## src/rtl/pipe_renderer.sv

```systemverilog
// pipe_renderer: scrolling pipe obstacles for the 640x480 scan.
// Per-pixel pipe hit/colour, frame tick and score pulse.
//
// Ports:
//   clk_100MHz, reset (async, active-high)
//   p_tick      pixel clock level, edge-detected
//   x, y        scan position
//   video_on    active area
//   run         game active (low reloads pipes)
//   freeze      bird dead (hold pipes)
//   pipe_on     pixel is on a pipe (registered)
//   rgb         pipe colour, 0 when off
//   frame_tick  1-cycle pulse at vblank start
//   score_pulse 1-cycle pulse when a pipe passes BIRD_X
module pipe_renderer #(
  parameter int          NPIPE      = 3,
  parameter int          PIPE_W     = 52,
  parameter int          GAP_H      = 120,
  parameter int          SPACING    = 240,
  parameter int          SPEED      = 2,
  parameter int          BIRD_X     = 160,
  parameter int          GAP_MIN    = 60,
  parameter int          GAP_MAX    = 300,
  parameter logic [11:0] COLOR      = 12'h0A0,
  parameter logic [11:0] COLOR_EDGE = 12'h060,
  parameter logic [15:0] LFSR_SEED  = 16'hACE1
) (
  input  logic        clk_100MHz,
  input  logic        reset,
  input  logic        p_tick,
  input  logic [9:0]  x,
  input  logic [9:0]  y,
  input  logic        video_on,
  input  logic        run,
  input  logic        freeze,
  output logic        pipe_on,
  output logic [11:0] rgb,
  output logic        frame_tick,
  output logic        score_pulse
);

  localparam logic [10:0] L_SPEED = 11'(SPEED);
  localparam logic [10:0] L_BIRD  = 11'(BIRD_X);
  localparam logic [10:0] L_WRAP  = 11'(NPIPE*SPACING - SPEED);
  localparam logic [10:0] L_PW    = 11'(PIPE_W);
  localparam logic [10:0] L_PW2   = 11'(PIPE_W - 2);
  localparam logic [10:0] L_GAPH  = 11'(GAP_H);
  localparam logic [10:0] L_GMIN  = 11'(GAP_MIN);
  localparam logic [10:0] L_GMID  = 11'((GAP_MIN + GAP_MAX) / 2);
  localparam logic [8:0]  L_R     = 9'(GAP_MAX - GAP_MIN + 1);

  logic        r_pt0, r_pt1;
  logic [15:0] r_lfsr;
  logic [10:0] r_pr  [NPIPE];
  logic [10:0] r_gap [NPIPE];

  logic        w_pix_en;
  logic [10:0] w_new_gap;
  logic [10:0] w_pr_nxt [NPIPE];
  logic        w_wrap   [NPIPE];
  logic        w_cross;
  logic        w_hit;
  logic        w_edge;
  logic [10:0] w_x, w_y;
  logic [8:0]  w_v;

  assign w_pix_en = r_pt0 & ~r_pt1;
  assign w_x = {1'b0, x};
  assign w_y = {1'b0, y};
  assign w_v = {1'b0, r_lfsr[7:0]};

  // v < 2R, so one conditional subtract is an exact modulo.
  assign w_new_gap = L_GMIN + 11'((w_v >= L_R) ? w_v - L_R : w_v);

  always_comb begin
    w_cross = 1'b0;
    for (int i = 0; i < NPIPE; i++) begin
      w_wrap[i] = (r_pr[i] <= L_SPEED);
      if (w_wrap[i])
        w_pr_nxt[i] = r_pr[i] + L_WRAP;
      else
        w_pr_nxt[i] = r_pr[i] - L_SPEED;
      if (r_pr[i] > L_BIRD && w_pr_nxt[i] <= L_BIRD)
        w_cross = 1'b1;
    end
  end

  // Left edge is pr-PIPE_W; compare as x+PIPE_W so nothing goes negative.
  always_comb begin
    w_hit  = 1'b0;
    w_edge = 1'b0;
    for (int i = NPIPE - 1; i >= 0; i--) begin
      if (w_x + L_PW >= r_pr[i] && w_x < r_pr[i] &&
          (w_y < r_gap[i] || w_y >= r_gap[i] + L_GAPH)) begin
        w_hit  = 1'b1;
        w_edge = (w_x + L_PW2 < r_pr[i]) ||
                 (w_x + 11'd2 >= r_pr[i]);
      end
    end
  end

  always_ff @(posedge clk_100MHz or posedge reset) begin
    if (reset) begin
      r_pt0       <= 1'b0;
      r_pt1       <= 1'b0;
      r_lfsr      <= LFSR_SEED;
      pipe_on     <= 1'b0;
      rgb         <= 12'h000;
      frame_tick  <= 1'b0;
      score_pulse <= 1'b0;
      for (int i = 0; i < NPIPE; i++) begin
        r_pr[i]  <= 11'(640 + PIPE_W + i*SPACING);
        r_gap[i] <= L_GMID;
      end
    end else begin
      r_pt0  <= p_tick;
      r_pt1  <= r_pt0;
      r_lfsr <= {1'b0, r_lfsr[15:1]} ^
                (r_lfsr[0] ? 16'hB400 : 16'h0000);
      frame_tick  <= w_pix_en && x == 10'd0 && y == 10'd480;
      score_pulse <= 1'b0;

      if (w_pix_en) begin
        pipe_on <= video_on && w_hit;
        if (video_on && w_hit)
          rgb <= w_edge ? COLOR_EDGE : COLOR;
        else
          rgb <= 12'h000;
      end

      if (frame_tick) begin
        if (!run) begin
          for (int i = 0; i < NPIPE; i++) begin
            r_pr[i]  <= 11'(640 + PIPE_W + i*SPACING);
            r_gap[i] <= L_GMID;
          end
        end else if (!freeze) begin
          score_pulse <= w_cross;
          for (int i = 0; i < NPIPE; i++) begin
            r_pr[i] <= w_pr_nxt[i];
            if (w_wrap[i])
              r_gap[i] <= w_new_gap;
          end
        end
      end
    end
  end

endmodule

```

## config.mk

```make
export PLATFORM = sky130hd
export DESIGN_NAME = pipe_renderer
export DESIGN_NICKNAME = d
export VERILOG_FILES = /design/src/rtl/pipe_renderer.sv
export SDC_FILE = /design/constraint.sdc
export NUM_CORES = 1
export LEC_CHECK = 0
export CAP_MARGIN = 25
export CORE_UTILIZATION = 45
export DETAILED_ROUTE_END_ITERATION = 7
export PLACE_DENSITY_LB_ADDON = 0.3
export SLEW_MARGIN = 20
export SYNTH_ARGS = -nofsm -noshare
export SYNTH_HDL_FRONTEND = slang
export SYNTH_SLANG_ARGS = --single-unit
```

## constraint.sdc

```tcl
create_clock -name clk_100MHz -period 7.6 [get_ports clk_100MHz]
set_clock_uncertainty 0.15 [all_clocks]
set_input_delay 1.14 -clock clk_100MHz [delete_from_list [all_inputs] [get_ports clk_100MHz]]
set_output_delay 1.14 -clock clk_100MHz [all_outputs]
set_load 0.005 [all_outputs]
```

# == Yosys cells after proc, flatten, opt, wreduce, memory -nomap -nowiden ==
# Cells that the tools add are included.
# totals
inputBits,26
reg_bits,99
# op_classes
reduce_logical,23
bitwise,3
n_eq_ne,5
n_addsub,14
mux,26
order_cmp,28
# op_table
operator,count
33-bit two-way mux,4
11-bit two-way mux,7
11-bit >= comparator,6
10-bit by 11-bit < comparator with 1-bit output,6
"11-bit by 10-bit adder with 11-bit output, second input constant",3
"11-bit by 7-bit adder with 11-bit output, second input constant",3
10-bit by 11-bit >= comparator with 1-bit output,3
"11-bit by 8-bit greater-than comparator with 1-bit output, second input constant",3
"11-bit by 2-bit <= comparator with 1-bit output, second input constant",3
"11-bit by 8-bit <= comparator with 1-bit output, second input constant",3
11-bit < comparator,3
"11-bit by 2-bit subtractor with 11-bit output, second input constant",3
"10-bit by 6-bit adder with 11-bit output, second input constant",2
16-bit two-way mux,1
8-bit two-way mux,2
15-bit by 16-bit bitwise XOR with 16-bit output,1
1-bit logical AND,12
1-bit two-way mux,12
"10-bit by 2-bit adder with 11-bit output, second input constant",1
"6-bit by 11-bit adder with 11-bit output, first input constant",1
"10-bit by 9-bit equality test with 1-bit output, second input constant",1
10-bit logical NOT,1
3-bit AND reduction,3
"8-bit by 8-bit subtractor with 9-bit output, second input constant",1
7 further kinds,14

# == Depth between registers and ports, before layout ==
# depth
depth_word,10
depth_mapped,14

# == Worst setup path before layout ==
# OpenSTA, ideal clock, no wires.
# synth_path
path_kind,input port to flip-flop
start,input port x[4]
end,register rgb[7]
arrival_time_ns,3.664
stages,12
required_ns,7.329
setup_time_ns,0.121
setup_slack_ns,3.665
path_buffers,1
cell_sequence,clkbuf_1 -> or2_2 -> a21oi_1 -> nor2_1 -> xor2_1 -> ha_1 -> or3_1 -> a2111oi_0 -> nor3_1 -> and4b_1 -> a211o_1 -> a22o_1
# synth_via
elab_chain_len,9
word_cells_on_any_way,33
cone_classes,3 x add/sub; 12 x order compare; 8 x mux; 10 x reduce/logical
# synth_rtl
element,line_no,text
start: declaration,31,"input logic [9:0] x,"
10-bit by 6-bit adder with 11-bit output,93,if (w_x + L_PW >= r_pr[i] && w_x < r_pr[i] &&
11-bit >= comparator,93,
1-bit logical AND (2 in a row),93,
1-bit two-way mux (3 in a row),93,
8-bit two-way mux / 1-bit logical AND (equally long branches),"126, 125",
8-bit two-way mux *,125,if (video_on && w_hit)
end signal: assignment,126,rgb <= w_edge ? COLOR_EDGE : COLOR;
end: declaration,37,"output logic [11:0] rgb,"
# Mark *: on every way between the ends. The rest lies on a longest branch, timed or not.
# A chain may end at the register's enable or synchronous reset.

# == Worst setup path after layout ==
# layout_path
start,input port x[3]
end,register rgb[7]
# The elaborated chain is that of the path after synthesis.

==> reports/summary.log <==
qor: floorplanning.boundaryPins 41
qor: timing.final-hold-violation-count 0
qor: drt.detail_route.first_pass.iterations 6
qor: setup_path.path_cells clkdlybuf4s50_1 -> ha_1 -> nand2_1 -> xor2_1 -> ha_1 -> nand2_1 -> a21oi_1 -> a211o_1 -> a2111oi_0 -> nor3_1 -> and4b_1 -> a211o_1 -> a22o_1
qor: synthesis.cell_with_the_most_instances_after_synthesis sky130_fd_sc_hd__ha_1
qor: pwr.p_leak 4.081 nW
qor: timing.crit_share_post_route 0.5894
qor: clocking.clock-root-buffer sky130_fd_sc_hd__clkbuf_16
qor: floorplanning.die-area 19490 um2
qor: synthesis.largest_family_of_logic_cells_by_synthesized_area adder cells
qor: clocking.clockBufferDepth 2
qor: synthesis.complex_gate_fraction_of_the_synthesized_area 0.2190
qor: setup_path.critical_path_buf_inv_count 1
qor: clocking.post_cts_hold_buffer_count 0
qor: timing.fin_tns_setup 0 ps
qor: synthesis.yosysWarningCount 0
qor: synthesis.post_synth_and_or_nand_nor_area_fraction 0.1613
qor: setup_path.critical_path.slowest_cell sky130_fd_sc_hd__clkdlybuf4s50_1
qor: final_layout.area_growth_syn_to_layout 9.091%
qor: global_routing.globalRouteOverflowTotal 0
qor: synthesis.yosys.area_share.xor_xnor 0.05243
qor: timing.worstMarginPinSlew 1008 ps
qor: placed_design.port_buffers 31
qor: global_routing.grt_antenna_before_repair 0
qor: setup_path.worstPathMaxFanout 9
qor: drt.detail-route-antenna-nets 0
qor: synthesis.synth_area_leader_cell sky130_fd_sc_hd__ha_1
qor: status.status finished clean
qor: drt.routed_via_density 5.871
qor: placed_design.globalplace.congestion 0.9554
qor: synthesis.ys_types 78
qor: placed_design.postPlaceCellArea 8966 um2
qor: timing.slew_headroom 0.3260
qor: clocking.clock_latency 350 ps
qor: synthesis.synth_adder_area_share 0.2526
qor: final_layout.number_of_filler_cells_placed_in_the_layout 1768
qor: synthesis.ys_top_cells_by_count 172 x sky130_fd_sc_hd__ha_1, 99 x sky130_fd_sc_hd__nand2_1, 89 x sky130_fd_sc_hd__o21ai_0, 73 x sky130_fd_sc_hd__inv_1, 56 x sky130_fd_sc_hd__nor2_1
qor: floorplanning.core_area 18270 um2
qor: setup_path.delay_of_the_slowest_cell_on_the_worst_path 710 ps
qor: setup_path.end_kind register
qor: setup_path.crit_path_kind in -> reg
qor: timing.fmaxAchievable 223.2 MHz
qor: placed_design.dpl.hpwl 16.80 mm
qor: synthesis.synthArstFlopShare 1.000
qor: drt.route.final.wire_length 21.24 mm
qor: timing.maxSlewViolCount 0
qor: global_routing.grt_pass1_wl 34.74 mm
qor: floorplanning.chipHeight 139.6 um
qor: synthesis.synthesis.area_per_instance 8.623 um2
qor: drt.routedWlPerCell 17.18 um
qor: floorplanning.initial_utilization 0.4663
qor: clocking.cts_inserted_buffers 9
qor: synthesis.ys_seq_area_frac 0.2576
qor: drt.remaining_drc_errors 0
qor: drt.via_count 7256
qor: final_layout.finalNetCount 1200
qor: final_layout.drive_above_1_share 0.06356
qor: global_routing.vias_in_the_first_global_route 6690
qor: final_layout.layoutNonFillerInstCount 1236
qor: timing.time_the_final_worst_path_needs_with_i_o_delays_and_setup 4480 ps
qor: final_layout.final_design_area_no_fill 9294 um2
qor: floorplanning.die_width 139.6 um
qor: setup_path.critical_path.top_delay_family compound AO/OA/AOI/OAI gates
qor: timing.rsz0062_at_grt false
qor: timing.post-route-worst-setup-slack 3120 ps
qor: pwr.power.ir.vdd_worst 0.1170 mV
qor: final_layout.number_of_antenna_repair_diodes 0
qor: clocking.cts_tree yes
qor: clocking.cts_num_sinks 86
qor: setup_path.critical_path_arrival 4560 ps
qor: clocking.clock_h_tree_levels 3
qor: synthesis.post_synth_main_area_contributors sky130_fd_sc_hd__ha_1 25%, sky130_fd_sc_hd__dfrtp_1 15%, sky130_fd_sc_hd__dfstp_2 10%, sky130_fd_sc_hd__o21ai_0 5.2%, sky130_fd_sc_hd__nand2_1 4.4%
qor: global_routing.grt_usage 0.2254
qor: synthesis.yosys-mux-area-fraction 0.002350
qor: placed_design.place_ws 2804 ps
qor: timing.timing.final.setup_violations 0
qor: synthesis.synth_area 8519 um2
qor: final_layout.utilization 0.5087
qor: synthesis.dominant_synthesized_flop_cell sky130_fd_sc_hd__dfrtp_1
qor: hold_path.hold_path.class reg -> reg
qor: setup_path.worst_ep_required_time 7680 ps
qor: drt.drtIter0Drc 558
qor: synthesis.post_synthesis_sequential_element_count 86
qor: clocking.clkTransAtPathRegs 70 ps
qor: placed_design.placed_cells_incl_taps 1219
qor: clocking.cts.repair_timing.setup_buffer_count 0
qor: synthesis.synth_top_cell_area_share 0.2526
qor: pwr.power-per-cell-area 119.8 nW/um2
qor: global_routing.grt_max_degree 60
qor: floorplanning.rows 49
qor: synthesis.synth-edff-count 0
qor: run.max-cap-violations 0
qor: setup_path.setup.worst_path.start_class primary input
qor: synthesis.syn-instance-count 988
qor: clocking.cts_resized 0
## metrics by stage
step                hold WS, ps  total power, mW
floorplan                 181.2           0.5964
global placement          185.3           0.6526
detailed placement        191.1           0.6567
CTS                       207.4            1.125
global route              218.6            1.172
finish                    204.4            1.114
## worst reg2reg max path, cell delays in order, from the launching register on
cell and delay [ps]:
sky130_fd_sc_hd__dfstp_2 540, sky130_fd_sc_hd__inv_1 70, sky130_fd_sc_hd__ha_1 200, sky130_fd_sc_hd__nand3_1 130, sky130_fd_sc_hd__nand3_1 110, sky130_fd_sc_hd__xnor2_1 140
sky130_fd_sc_hd__ha_1 280, sky130_fd_sc_hd__a2111oi_0 450, sky130_fd_sc_hd__o211ai_1 160, sky130_fd_sc_hd__a221o_1 400, sky130_fd_sc_hd__and4b_1 210, sky130_fd_sc_hd__a211o_1 300
sky130_fd_sc_hd__a22o_1 200
## registers in the layout (all words and copies together), names as in the netlist
register / flops
r_gap: 33
rgb: 3
frame_tick: 1
r_lfsr: 16
score_pulse: 1
r_pt0: 1
r_pr: 30
r_pt1: 1
## logic make-up (layout without fill, tap and decap cells)
kind of cell,after synthesis,in the layout
AO/OA/AOI/OAI,285,285
XOR/XNOR,51,51
adder cells (fa/ha/maj),172,172
buffers and inverters,111,122
flip-flops,86,86
multiplexers,2,2
other,1,9
AND/OR/NAND/NOR,280,280
## metal layers
metal / wire, um / track usage
met3: 903 / 0.03372
met4: 275 / 0.05842
met2: 9215 / 0.3520
met1: 10840 / 0.3243
met5: 0 / 0
## final cells by class
cell class / instances / area [um2] / share of cell area
multi-input cells: 799 / 5892 / 0.6340
flip-flops and latches: 86 / 2195 / 0.2361
repair buffers: 33 / 332.8 / 0.03581
well taps: 229 / 286.5 / 0.03083
inverters: 73 / 275.3 / 0.02962
clock buffers: 10 / 239.0 / 0.02571
clock inverters: 6 / 73.82 / 0.007943
## final timing paths
path | depth (start not counted) | endpoint | start | slack (ps)
setup / recovery | 13 | rgb[7] | x[3] | 3120
hold / removal | 0 | r_lfsr[11] | r_lfsr[12] | 200
setup reg to reg | 12 | rgb[7] | r_gap[15] | 4150
hold reg to reg | 0 | r_lfsr[11] | r_lfsr[12] | 200
max in group asynchronous | 3 | r_pt1 | reset | 5210
min in group asynchronous | 2 | r_pr[5] | reset | 970
## layout by cell type (no fill, tap or decap), types with 5 or more instances in the layout
master	Yosys	final
sky130_fd_sc_hd__o21ai_0	89	89
sky130_fd_sc_hd__a21oi_1	55	55
sky130_fd_sc_hd__xnor2_1	36	36
sky130_fd_sc_hd__o21a_1	12	12
sky130_fd_sc_hd__nand3_1	29	29
sky130_fd_sc_hd__o22ai_1	5	5
sky130_fd_sc_hd__a211o_1	6	6
sky130_fd_sc_hd__dfrtp_1	52	52
sky130_fd_sc_hd__clkbuf_16	0	9
sky130_fd_sc_hd__and2_1	7	7
sky130_fd_sc_hd__nor2b_1	8	8
sky130_fd_sc_hd__nor2_1	56	56
sky130_fd_sc_hd__a2111oi_0	6	6
sky130_fd_sc_hd__inv_1	73	72
sky130_fd_sc_hd__clkdlybuf4s50_1	0	31
sky130_fd_sc_hd__a211oi_1	8	8
sky130_fd_sc_hd__conb_1	1	9
sky130_fd_sc_hd__o21ai_1	5	5
sky130_fd_sc_hd__nand2b_1	14	14
sky130_fd_sc_hd__nor4_1	10	10
sky130_fd_sc_hd__a31oi_1	13	13
sky130_fd_sc_hd__dfstp_2	34	34
sky130_fd_sc_hd__nand2_1	99	99
sky130_fd_sc_hd__a22oi_1	5	5
sky130_fd_sc_hd__nor3_1	20	20
sky130_fd_sc_hd__ha_1	172	172
sky130_fd_sc_hd__o211ai_1	16	16
sky130_fd_sc_hd__a21o_1	18	18
sky130_fd_sc_hd__xor2_1	15	15
## report_power, final
| group | switching (mW) | leakage, nW | internal, mW |
|---|---|---|---|
| logic | 0.108 | 2.88 | 0.0809 |
| registers | 0.00101 | 1.05 | 0.460 |
| clock network | 0.195 | 0.154 | 0.269 |
No activity file was read; power rests on OpenSTA's default activity.
